## src/rtl/product_sat_pkg.sv

```systemverilog
// Shared constants and helpers for the pipelined saturating multiplier.
// Covers the pipeline latency, the shift-port width and the saturation limits.
package product_sat_pkg;

    localparam int LATENCY = 3;

    function automatic int clog2(input int value);
        int r;
        r = 0;
        while ((longint'(1) << r) < longint'(value)) r++;
        return r;
    endfunction

    // The shift port must hold every value 0..SHIFT_MAX and is never narrower than 1 bit.
    function automatic int shift_width(input int shift_max);
        int w;
        w = clog2(shift_max + 1);
        return (w < 1) ? 1 : w;
    endfunction

    function automatic longint sat_max(input int bits_out);
        return (longint'(1) << (bits_out - 1)) - 1;
    endfunction

    function automatic longint sat_min(input int bits_out);
        return -(longint'(1) << (bits_out - 1));
    endfunction

endpackage

```

## src/rtl/red_pitaya_product_sat_pipe_if.sv

```systemverilog
// Beat bus for red_pitaya_product_sat_pipe. All lanes share one valid.
// valid_i qualifies every lane of a beat. There is no ready: the pipe accepts one beat on every clock.
interface red_pitaya_product_sat_pipe_if
    import product_sat_pkg::*;
#(
    parameter int NCH       = 2,
    parameter int BITS_IN1  = 14,
    parameter int BITS_IN2  = 14,
    parameter int BITS_OUT  = 14,
    parameter int SHIFT_MAX = 16,
    parameter int CNT_BITS  = 16
);
    localparam int SW = shift_width(SHIFT_MAX);

    logic                     valid_i;
    logic [NCH*BITS_IN1-1:0]  factor1_i;
    logic [NCH*BITS_IN2-1:0]  factor2_i;
    logic [SW-1:0]            shift_i;
    logic                     ovf_clr_i;
    logic                     valid_o;
    logic [NCH*BITS_OUT-1:0]  product_o;
    logic [NCH-1:0]           overflow_o;
    logic [NCH-1:0]           ovf_sticky_o;
    logic [CNT_BITS-1:0]      ovf_cnt_o;

    modport master (
        output valid_i, factor1_i, factor2_i, shift_i, ovf_clr_i,
        input  valid_o, product_o, overflow_o, ovf_sticky_o, ovf_cnt_o
    );

    modport slave (
        input  valid_i, factor1_i, factor2_i, shift_i, ovf_clr_i,
        output valid_o, product_o, overflow_o, ovf_sticky_o, ovf_cnt_o
    );

endinterface

```

## src/rtl/red_pitaya_product_sat_lane.sv

```systemverilog
// One lane of the S1..S3 datapath: register factors, multiply, shift, optionally round, saturate.
// When PRODUCT_SAT_ROUND_EN is defined, the shift rounds half up. Otherwise it truncates toward -inf.
module red_pitaya_product_sat_lane
    import product_sat_pkg::*;
#(
    parameter int BITS_IN1 = 14,
    parameter int BITS_IN2 = 14,
    parameter int BITS_OUT = 14,
    parameter int SW       = 5
) (
    input  logic                clk_i,
    input  logic                rstn_i,
    input  logic                s1_en_i,
    input  logic                s2_en_i,
    input  logic                s3_en_i,
    input  logic [BITS_IN1-1:0] factor1_i,
    input  logic [BITS_IN2-1:0] factor2_i,
    input  logic [SW-1:0]       sh_i,
    output logic [BITS_OUT-1:0] product_o,
    output logic                overflow_o,
    output logic                ev_o
);
    localparam int W = BITS_IN1 + BITS_IN2;

    localparam logic signed [W:0]          LIM_HI = (W+1)'(sat_max(BITS_OUT));
    localparam logic signed [W:0]          LIM_LO = (W+1)'(sat_min(BITS_OUT));
    localparam logic signed [BITS_OUT-1:0] OUT_HI = LIM_HI[BITS_OUT-1:0];
    localparam logic signed [BITS_OUT-1:0] OUT_LO = LIM_LO[BITS_OUT-1:0];

    logic signed [BITS_IN1-1:0] f1_q;
    logic signed [BITS_IN2-1:0] f2_q;
    logic signed [W-1:0]        p_q, p_d;
    logic signed [W:0]          ext;
    logic signed [W:0]          shifted;
    logic        [BITS_OUT-1:0] sat_d, product_q;
    logic                       ovf_d, ovf_q;

    always_ff @(posedge clk_i or negedge rstn_i) begin
        if (!rstn_i) begin
            f1_q      <= '0;
            f2_q      <= '0;
            p_q       <= '0;
            product_q <= '0;
            ovf_q     <= 1'b0;
        end else begin
            if (s1_en_i) begin
                f1_q <= factor1_i;
                f2_q <= factor2_i;
            end
            if (s2_en_i) p_q <= p_d;
            if (s3_en_i) product_q <= sat_d;
            ovf_q <= s3_en_i & ovf_d;
        end
    end

    always_comb p_d = f1_q * f2_q;

`ifdef PRODUCT_SAT_ROUND_EN
    localparam logic signed [W:0] ONE = (W+1)'(1);
    logic signed [W:0] rnd;

    // One spare bit keeps the half-LSB addition from wrapping at the positive extreme.
    always_comb begin
        ext = {p_q[W-1], p_q};
        rnd = '0;
        if (sh_i != '0) rnd = ONE <<< (sh_i - SW'(1));
        shifted = (ext + rnd) >>> sh_i;
    end
`else
    always_comb begin
        ext     = {p_q[W-1], p_q};
        shifted = ext >>> sh_i;
    end
`endif

    always_comb begin
        sat_d = shifted[BITS_OUT-1:0];
        ovf_d = 1'b0;
        if (shifted > LIM_HI) begin
            sat_d = OUT_HI;
            ovf_d = 1'b1;
        end else if (shifted < LIM_LO) begin
            sat_d = OUT_LO;
            ovf_d = 1'b1;
        end
    end

    assign product_o  = product_q;
    assign overflow_o = ovf_q;
    assign ev_o       = s3_en_i & ovf_d;

endmodule

```

## src/rtl/red_pitaya_product_sat_pipe.sv

```systemverilog
// NCH-lane 3-stage saturating multiplier with a shared run-time shift and overflow bookkeeping.
// When PRODUCT_SAT_ROUND_EN is defined, the lanes round half up instead of truncating.
module red_pitaya_product_sat_pipe
    import product_sat_pkg::*;
#(
    parameter int NCH       = 2,
    parameter int BITS_IN1  = 14,
    parameter int BITS_IN2  = 14,
    parameter int BITS_OUT  = 14,
    parameter int SHIFT_MAX = 16,
    parameter int CNT_BITS  = 16
) (
    input  logic                          clk_i,
    input  logic                          rstn_i,
    red_pitaya_product_sat_pipe_if.slave  bus
);
    localparam int                  SW      = shift_width(SHIFT_MAX);
    localparam logic [SW-1:0]       SH_MAX  = SW'(SHIFT_MAX);
    localparam logic [CNT_BITS-1:0] CNT_MAX = '1;

    logic [LATENCY-1:0]  vld_q;
    logic [SW-1:0]       sh_clamp;
    logic [SW-1:0]       sh1_q, sh2_q;
    logic [NCH-1:0]      ev;
    logic                ev_any;
    logic [NCH-1:0]      sticky_q, sticky_d;
    logic [CNT_BITS-1:0] cnt_q, cnt_d;

    always_comb sh_clamp = (bus.shift_i > SH_MAX) ? SH_MAX : bus.shift_i;

    // The valid chain runs every cycle. The shift follows its beat and loads only with valid.
    always_ff @(posedge clk_i or negedge rstn_i) begin
        if (!rstn_i) begin
            vld_q <= '0;
            sh1_q <= '0;
            sh2_q <= '0;
        end else begin
            vld_q <= {vld_q[LATENCY-2:0], bus.valid_i};
            if (bus.valid_i) sh1_q <= sh_clamp;
            if (vld_q[0])    sh2_q <= sh1_q;
        end
    end

    for (genvar k = 0; k < NCH; k++) begin : g_lane
        red_pitaya_product_sat_lane #(
            .BITS_IN1 (BITS_IN1),
            .BITS_IN2 (BITS_IN2),
            .BITS_OUT (BITS_OUT),
            .SW       (SW)
        ) u_lane (
            .clk_i      (clk_i),
            .rstn_i     (rstn_i),
            .s1_en_i    (bus.valid_i),
            .s2_en_i    (vld_q[0]),
            .s3_en_i    (vld_q[1]),
            .factor1_i  (bus.factor1_i[k*BITS_IN1 +: BITS_IN1]),
            .factor2_i  (bus.factor2_i[k*BITS_IN2 +: BITS_IN2]),
            .sh_i       (sh2_q),
            .product_o  (bus.product_o[k*BITS_OUT +: BITS_OUT]),
            .overflow_o (bus.overflow_o[k]),
            .ev_o       (ev[k])
        );
    end

    assign ev_any = |ev;

    // A clear keeps the event that lands in the same cycle, so no overflow is ever lost.
    always_comb begin
        sticky_d = bus.ovf_clr_i ? ev : (sticky_q | ev);
        cnt_d    = cnt_q;
        if (bus.ovf_clr_i)
            cnt_d = ev_any ? CNT_BITS'(1) : '0;
        else if (ev_any && (cnt_q != CNT_MAX))
            cnt_d = cnt_q + CNT_BITS'(1);
    end

    always_ff @(posedge clk_i or negedge rstn_i) begin
        if (!rstn_i) begin
            sticky_q <= '0;
            cnt_q    <= '0;
        end else begin
            sticky_q <= sticky_d;
            cnt_q    <= cnt_d;
        end
    end

    assign bus.valid_o      = vld_q[LATENCY-1];
    assign bus.ovf_sticky_o = sticky_q;
    assign bus.ovf_cnt_o    = cnt_q;

endmodule
```

## src/flat_wrapper.sv

```systemverilog
// flat-port wrapper written by rule: the top's interface ports become plain ports
module red_pitaya_product_sat_pipe_flat import product_sat_pkg::*;
#(
    parameter int NCH       = 2,
    parameter int BITS_IN1  = 14,
    parameter int BITS_IN2  = 14,
    parameter int BITS_OUT  = 14,
    parameter int SHIFT_MAX = 16,
    parameter int CNT_BITS  = 16
)
  (clk_i, rstn_i, bus_valid_i, bus_factor1_i, bus_factor2_i, bus_shift_i, bus_ovf_clr_i, bus_valid_o, bus_product_o, bus_overflow_o, bus_ovf_sticky_o, bus_ovf_cnt_o);
  red_pitaya_product_sat_pipe_if #(.NCH(NCH), .BITS_IN1(BITS_IN1), .BITS_IN2(BITS_IN2), .BITS_OUT(BITS_OUT), .SHIFT_MAX(SHIFT_MAX), .CNT_BITS(CNT_BITS)) bus_i ();
  input  logic clk_i;
  input  logic rstn_i;
  input wire logic [$bits(bus_i.valid_i)-1:0] bus_valid_i;
  input wire logic [$bits(bus_i.factor1_i)-1:0] bus_factor1_i;
  input wire logic [$bits(bus_i.factor2_i)-1:0] bus_factor2_i;
  input wire logic [$bits(bus_i.shift_i)-1:0] bus_shift_i;
  input wire logic [$bits(bus_i.ovf_clr_i)-1:0] bus_ovf_clr_i;
  output wire logic [$bits(bus_i.valid_o)-1:0] bus_valid_o;
  output wire logic [$bits(bus_i.product_o)-1:0] bus_product_o;
  output wire logic [$bits(bus_i.overflow_o)-1:0] bus_overflow_o;
  output wire logic [$bits(bus_i.ovf_sticky_o)-1:0] bus_ovf_sticky_o;
  output wire logic [$bits(bus_i.ovf_cnt_o)-1:0] bus_ovf_cnt_o;
  assign bus_i.valid_i = bus_valid_i;
  assign bus_i.factor1_i = bus_factor1_i;
  assign bus_i.factor2_i = bus_factor2_i;
  assign bus_i.shift_i = bus_shift_i;
  assign bus_i.ovf_clr_i = bus_ovf_clr_i;
  assign bus_valid_o = bus_i.valid_o;
  assign bus_product_o = bus_i.product_o;
  assign bus_overflow_o = bus_i.overflow_o;
  assign bus_ovf_sticky_o = bus_i.ovf_sticky_o;
  assign bus_ovf_cnt_o = bus_i.ovf_cnt_o;
  red_pitaya_product_sat_pipe #(.NCH(NCH), .BITS_IN1(BITS_IN1), .BITS_IN2(BITS_IN2), .BITS_OUT(BITS_OUT), .SHIFT_MAX(SHIFT_MAX), .CNT_BITS(CNT_BITS)) u_core (.clk_i(clk_i), .rstn_i(rstn_i), .bus(bus_i));
endmodule
```

## config.mk

```make
export PLATFORM = sky130hd
export DESIGN_NAME = red_pitaya_product_sat_pipe_flat
export DESIGN_NICKNAME = d
export VERILOG_FILES = /design/src/rtl/product_sat_pkg.sv /design/src/rtl/red_pitaya_product_sat_pipe_if.sv /design/src/rtl/red_pitaya_product_sat_lane.sv /design/src/rtl/red_pitaya_product_sat_pipe.sv /design/src/flat_wrapper.sv
export SDC_FILE = /design/constraint.sdc
export NUM_CORES = 1
export LEC_CHECK = 0
export ABC_CLOCK_PERIOD_IN_PS = 6900
export CELL_PAD_IN_SITES_DETAIL_PLACEMENT = 0
export CELL_PAD_IN_SITES_GLOBAL_PLACEMENT = 1
export CORE_ASPECT_RATIO = 1.25
export CORE_MARGIN = 4
export CORE_UTILIZATION = 39
export DETAILED_ROUTE_END_ITERATION = 7
export DONT_BUFFER_PORTS = 1
export GPL_ROUTABILITY_DRIVEN = 0
export PLACE_DENSITY_LB_ADDON = 0.15
export SLEW_MARGIN = 40
export SYNTH_ARGS = -nofsm -noshare
export SYNTH_HDL_FRONTEND = slang
export SYNTH_SLANG_ARGS = --single-unit
export TNS_END_PERCENT = 5
```

## constraint.sdc

```tcl
create_clock -name clk_i -period 6.9 [get_ports clk_i]
set_input_delay 0.69 -clock clk_i [delete_from_list [all_inputs] [get_ports clk_i]]
set_output_delay 0.69 -clock clk_i [all_outputs]
set_load 0.005 [all_outputs]
```

Yosys cells after proc, flatten, opt, wreduce, memory -nomap -nowiden
Index checks and enable logic that the tools add are counted.
{ "totals": {"input_bits": 65, "out_inout_bits": 49, "elab_cells": 45, "register_bits": 173} }
{ "op_classes": {"reduce_logical": 3, "muxes": 13, "addsub": 1, "mul": 2, "magnitude_cmp": 5, "bitwise_logic": 3, "eq_ne": 1, "n_shift": 2} }
{ "ops": {"columns": ["op", "count"], "rows": [
  ["29-bit by 14-bit > comparator with 1-bit output (second input constant)", 2],
  ["29-bit by 14-bit < comparator with 1-bit output (second input constant)", 2],
  ["28-bit by 5-bit >>> shifter with 29-bit output", 2],
  ["14-bit by 14-bit multiplier with 28-bit output", 2],
  ["14-bit two-way mux", 4],
  ["16-bit two-way mux", 2],
  ["16-bit by 1-bit adder with 16-bit output (second input constant)", 1],
  ["16-bit inequality test (second input constant)", 1],
  ["5-bit > comparator (second input constant)", 1],
  ["1-bit two-way mux", 5],
  ["5-bit two-way mux", 1],
  ["1-bit bitwise AND", 2],
  ["2-bit two-way mux", 1],
  ["2-bit OR", 1],
  ["2-bit nonzero test", 1],
  ["2-bit OR reduction", 1],
  ["1-bit logical AND", 1]
]} }

Logic depth before layout (Yosys ltp)
{ "logic_depth": {"word_depth": 9, "depth_mapped": 24, "depth_no_buf": 23} }

Modules after synthesis
A second synthesis with hierarchy kept.
{ "unflattened": {"cells_unflattened": 2576, "area_unflattened_um2": 25182.9} }
{ "by_module_without_submodules": {"columns": ["mod", "area_each_um2", "n_inst", "cells_per_inst"], "rows": [
  ["red_pitaya_product_sat_lane (u_core.g_lane[0].u_lane)", 11984.0, 1, 1247],
  ["red_pitaya_product_sat_lane (u_core.g_lane[1].u_lane)", 11751.3, 1, 1197],
  ["red_pitaya_product_sat_pipe", 1447.6, 1, 132]
]} }

Least setup slack after synthesis
No wires, ideal clock.
{ "synth_timing": {"kind": "register -> register", "startpoint": "register u_core.g_lane[1].u_lane.f1_q[13]", "endpoint": "register u_core.g_lane[1].u_lane.p_q[25]", "t_required_ns": 6.775, "path_slack_ns": 0.697, "path_stages_with_launch": 21, "setup_time_ns": 0.125, "arrival_ns": 6.079, "synth_period_minus_slack_ns": 6.203, "path_cell_list": "dfrtp_1 clkbuf_1 nand2_1 fa_1 fa_1 inv_1 fa_1 fa_1 fa_1 inv_1 fa_1 inv_1 ha_1 a21o_1 a221oi_1 o311ai_0 a211oi_1 o21bai_1 a21oi_1 xnor2_1 mux2_2"} }
{ "synth_via": {"elab_chain_cells": 1} }
{ "synth_rtl": {"columns": ["element", "line_no", "source"], "rows": [
  ["start, declared", "red_pitaya_product_sat_lane.sv:30", "logic signed [BITS_IN1-1:0] f1_q;"],
  ["start signal, assigned", "red_pitaya_product_sat_lane.sv:47", "f1_q <= factor1_i;"],
  ["14-bit by 14-bit multiplier with 28-bit output", "red_pitaya_product_sat_lane.sv:56", "always_comb p_d = f1_q * f2_q;"],
  ["end signal, assigned", "red_pitaya_product_sat_lane.sv:50", "if (s2_en_i) p_q <= p_d;"],
  ["end, declared", "red_pitaya_product_sat_lane.sv:32", "logic signed [W-1:0] p_q, p_d;"]
]} }
Every way passes these cells.
A chain may end at the register's enable or synchronous reset.

Worst setup path after layout
{ "layout_timing": {"startpoint": "register u_core.g_lane[0].u_lane.f2_q[2]", "endpoint": "register u_core.g_lane[0].u_lane.p_q[22]"} }
{ "layout_via": {"elab_chain_cells": 1} }
{ "layout_rtl": {"columns": ["element", "line_no", "source"], "rows": [
  ["start, declared", "red_pitaya_product_sat_lane.sv:31", "logic signed [BITS_IN2-1:0] f2_q;"],
  ["start signal, assigned", "red_pitaya_product_sat_lane.sv:48", "f2_q <= factor2_i;"],
  ["14-bit by 14-bit multiplier with 28-bit output", "red_pitaya_product_sat_lane.sv:56", null],
  ["end signal, assigned", "red_pitaya_product_sat_lane.sv:50", null],
  ["end, declared", "red_pitaya_product_sat_lane.sv:32", null]
]} }
Every way passes these cells.

==> reports/metrics.cfg <==
[routing]
drc = 0
vias = 17933
drtIter0Drc = 798
post_drt_wl_per_cell_um = 18.4
viasPerCell = 5.20
ant_nets = 0
dr.pass1.iters = 5
routed_wl_mm = 63.4

[grt]
grt_pass1_wl_mm = 107
grt_pass1_vias = 19885
grt_usage_pct = 19.0
grt_max_degree = 174
busiest_layer = met2
grt_remaining_overflow = 0
grt_util_met2_pct = 32.7
grt_use_met3_pct = 3.08
grtUsageMet1_pct = 25.2
antenna_found_initial = 5

[clock_network]
root_buffer = clkbuf_16
numCtsBuffers = 17
postCtsSetupBuffers = 0
clkSlewWorstSetupHoldPaths_ps = 80
cts-htree-levels = 4
cts_sinks = 173
cts_tree = done
cts_buffer_depth = 2
clk_latency_ps = 480

[cells_and_area]
drive_gt1_share_pct = 10.6
area_growth_pct = 5.66
final_area_um2 = 26900
nNetsFinal = 3176

[hold_path]
hold_path_class = primary input to asynchronous set/reset pin

[place]
dpl-instance-area_um2 = 26100
place.detailed.hpwl_mm = 50.2
port_buffers = 0

[timing]
clock_skew_ps = 15.5
rsz0062_at_grt = no
tns_ps = 0
timing.final.crit_share_pct = 93.6
max_freq_mhz = 155
worst_slew_pin_slew_ps = 946
setup_viol = 0
finalHoldViolations = 0
slew_viol_final = 0
slew_headroom_pct = 36.6
fin_crit_ps = 6460

[floorplanning]
core_area_um2 = 64500
die_height_um = 293
die_width_um = 236
die-area_um2 = 69400
row_count = 104
ios = 114
start_util_pct = 39.4

[yosys]
ys_top_cells_by_area = fa_1, dfrtp_1, inv_1, ha_1, mux2_2
async_flop_share_pct = 100
ys_seq_area_share_pct = 17.0
netlist_area_um2 = 25400
synthFlopType = dfrtp_1
yosysTopAreaCell = fa_1
synth-edff-count = 0
synthCells = 2671
yosysTopAreaCellShare_pct = 30.7
yosysUniqueCellTypes = 74
yosysMostFrequentCell = inv_1
yosysWarnings = 0
synth_common_cells = inv_1, fa_1, nand2_1, and2_1, dfrtp_1
syn_avg_cell_area_um2 = 9.52
syn_nets = 3261
synth-seq-cells = 173

[critical_path]
critPathKind = register to register
worst_path_max_delay_cell = or4b_2
cpPeakStageDelay_ps = 630
critical_path.max_fanout = 15
worstSetupStartpointType = register
crit_required_ps = 7310
cp-end-kind = register
arrival_ps = 6870
path_common_cell = fa_1
critical_path.cell_chain = and2_1, fa_1, inv_1, fa_1, fa_1, fa_1, inv_1, fa_1, inv_1, fa_1, inv_1, ha_1, a21oi_1, o21ai_0, or3_1, a31oi_1, o31ai_1, a21o_1, a21oi_1, or4b_2, nand4_1

[run_status]
status = finished, final reports clean

[flow_run]
maxCapViolCount = 0

==> layout make-up <==
type	count	area, um2
Fill cell	6492	37700
Multi-Input combinational cell	1893	18700
Sequential cell	173	4340
Inverter	461	1730
Tap cell	848	1060
Clock buffer	19	443
Timing Repair Buffer	40	397
Clock inverter	13	153
Antenna cell	2	5.00
==> placed cells by master (no fill, tap or decap), types with 10 or more instances in the layout <==
| cell type | n |
|---|---|
| nor2_1 | 118 |
| nor2b_1 | 14 |
| inv_1 | 460 |
| xnor2_1 | 50 |
| mux2_2 | 140 |
| clkbuf_16 | 17 |
| o211ai_1 | 10 |
| mux2i_1 | 50 |
| a21oi_1 | 119 |
| a211oi_1 | 16 |
| buf_4 | 34 |
| o21a_1 | 12 |
| fa_1 | 389 |
| nand3_1 | 31 |
| nor3_1 | 25 |
| nand2_1 | 268 |
| nand2b_1 | 17 |
| and2_1 | 208 |
| a31oi_1 | 14 |
| ha_1 | 135 |
| dfrtp_1 | 164 |
| o21ai_0 | 82 |
| mux4_2 | 35 |
| a21o_1 | 30 |
==> worst max-delay path, delay by kind of cell, from the launching register on <==
family | cells | cell delay [ps]
simple gates | 4 | 1140
flops | 1 | 570
compound gates | 6 | 1140
buf+inv | 4 | 190
fa+ha+maj | 7 | 3360
==> flip-flops by register name, summed over array words and instances, names as in the netlist <==
| signal | cells |
|---|---|
| u_core.g_lane.u_lane.f1_q | 28 |
| u_core.sh1_q | 5 |
| u_core.bus.ovf_cnt_o | 16 |
| u_core.g_lane.u_lane.p_q | 56 |
| u_core.sh2_q | 5 |
| u_core.g_lane.u_lane.product_o | 28 |
| u_core.bus.ovf_sticky_o | 2 |
| u_core.g_lane.u_lane.overflow_o | 2 |
| u_core.g_lane.u_lane.f2_q | 28 |
| u_core.vld_q | 3 |
==> metal layers <==
layer / part of all wire (%) / wire [um]
met1: 45 / 28300
met2: 49 / 31300
met3: 4.2 / 2670
met4: 1.8 / 1110
met5: 0.065 / 41
==> kinds of logic (layout without fill, tap and decap cells) <==
kind of cell,count (synthesis),after routing,share of synthesized area (%)
AOI/OAI and AO/OA,348,348,8.55
DFF,173,173,17.0
xor gates and xnor gates,58,58,2.00
muxes,231,231,11.5
adders and majority gates,525,525,37.3
buffers and inverters,605,533,9.43
other,0,2,0
and+or+nand+nor,731,731,14.1
==> repair_timing <==
item / in CTS / in global routing
gates resized for setup: 0 / 4
hold buffers: 1 / 0
endpoints found under the hold margin: 173 / 0
setup endpoints to repair: 0 / 2
==> metrics by stage <==
step	hold WS, ps	std cells	util (%)	worst slack [ps]
2_1_floorplan	352	2671	-	697
3_3_place_gp	401	3410	40.4	373
3_5_place_dp	403	3411	40.5	325
4_1_cts	187	3444	41.4	267
5_1_grt	27.5	3448	41.6	106
6_report	39.1	3449	41.6	440
==> path summary, 6_finish.rpt <==
kind | from | endpoint | slack, ps | depth (start not counted)
hold reg to reg | u_core.sh1_q[3] | u_core.sh2_q[3] | 500 | 2
max in group asynchronous | rstn_i | u_core.g_lane[0].u_lane.f1_q[8] | 5790 | 3
setup reg to reg | u_core.g_lane[0].u_lane.f2_q[2] | u_core.g_lane[0].u_lane.p_q[22] | 440 | 21
setup / recovery | u_core.g_lane[0].u_lane.f2_q[2] | u_core.g_lane[0].u_lane.p_q[22] | 440 | 21
min in group clk_i | bus_valid_i | u_core.vld_q[0] | 250 | 0
hold / removal | rstn_i | u_core.g_lane[1].u_lane.f2_q[0] | 40 | 1
Power is not shown: default switching activity piles up to over one toggle a cycle in this logic, so the estimate is an artifact.
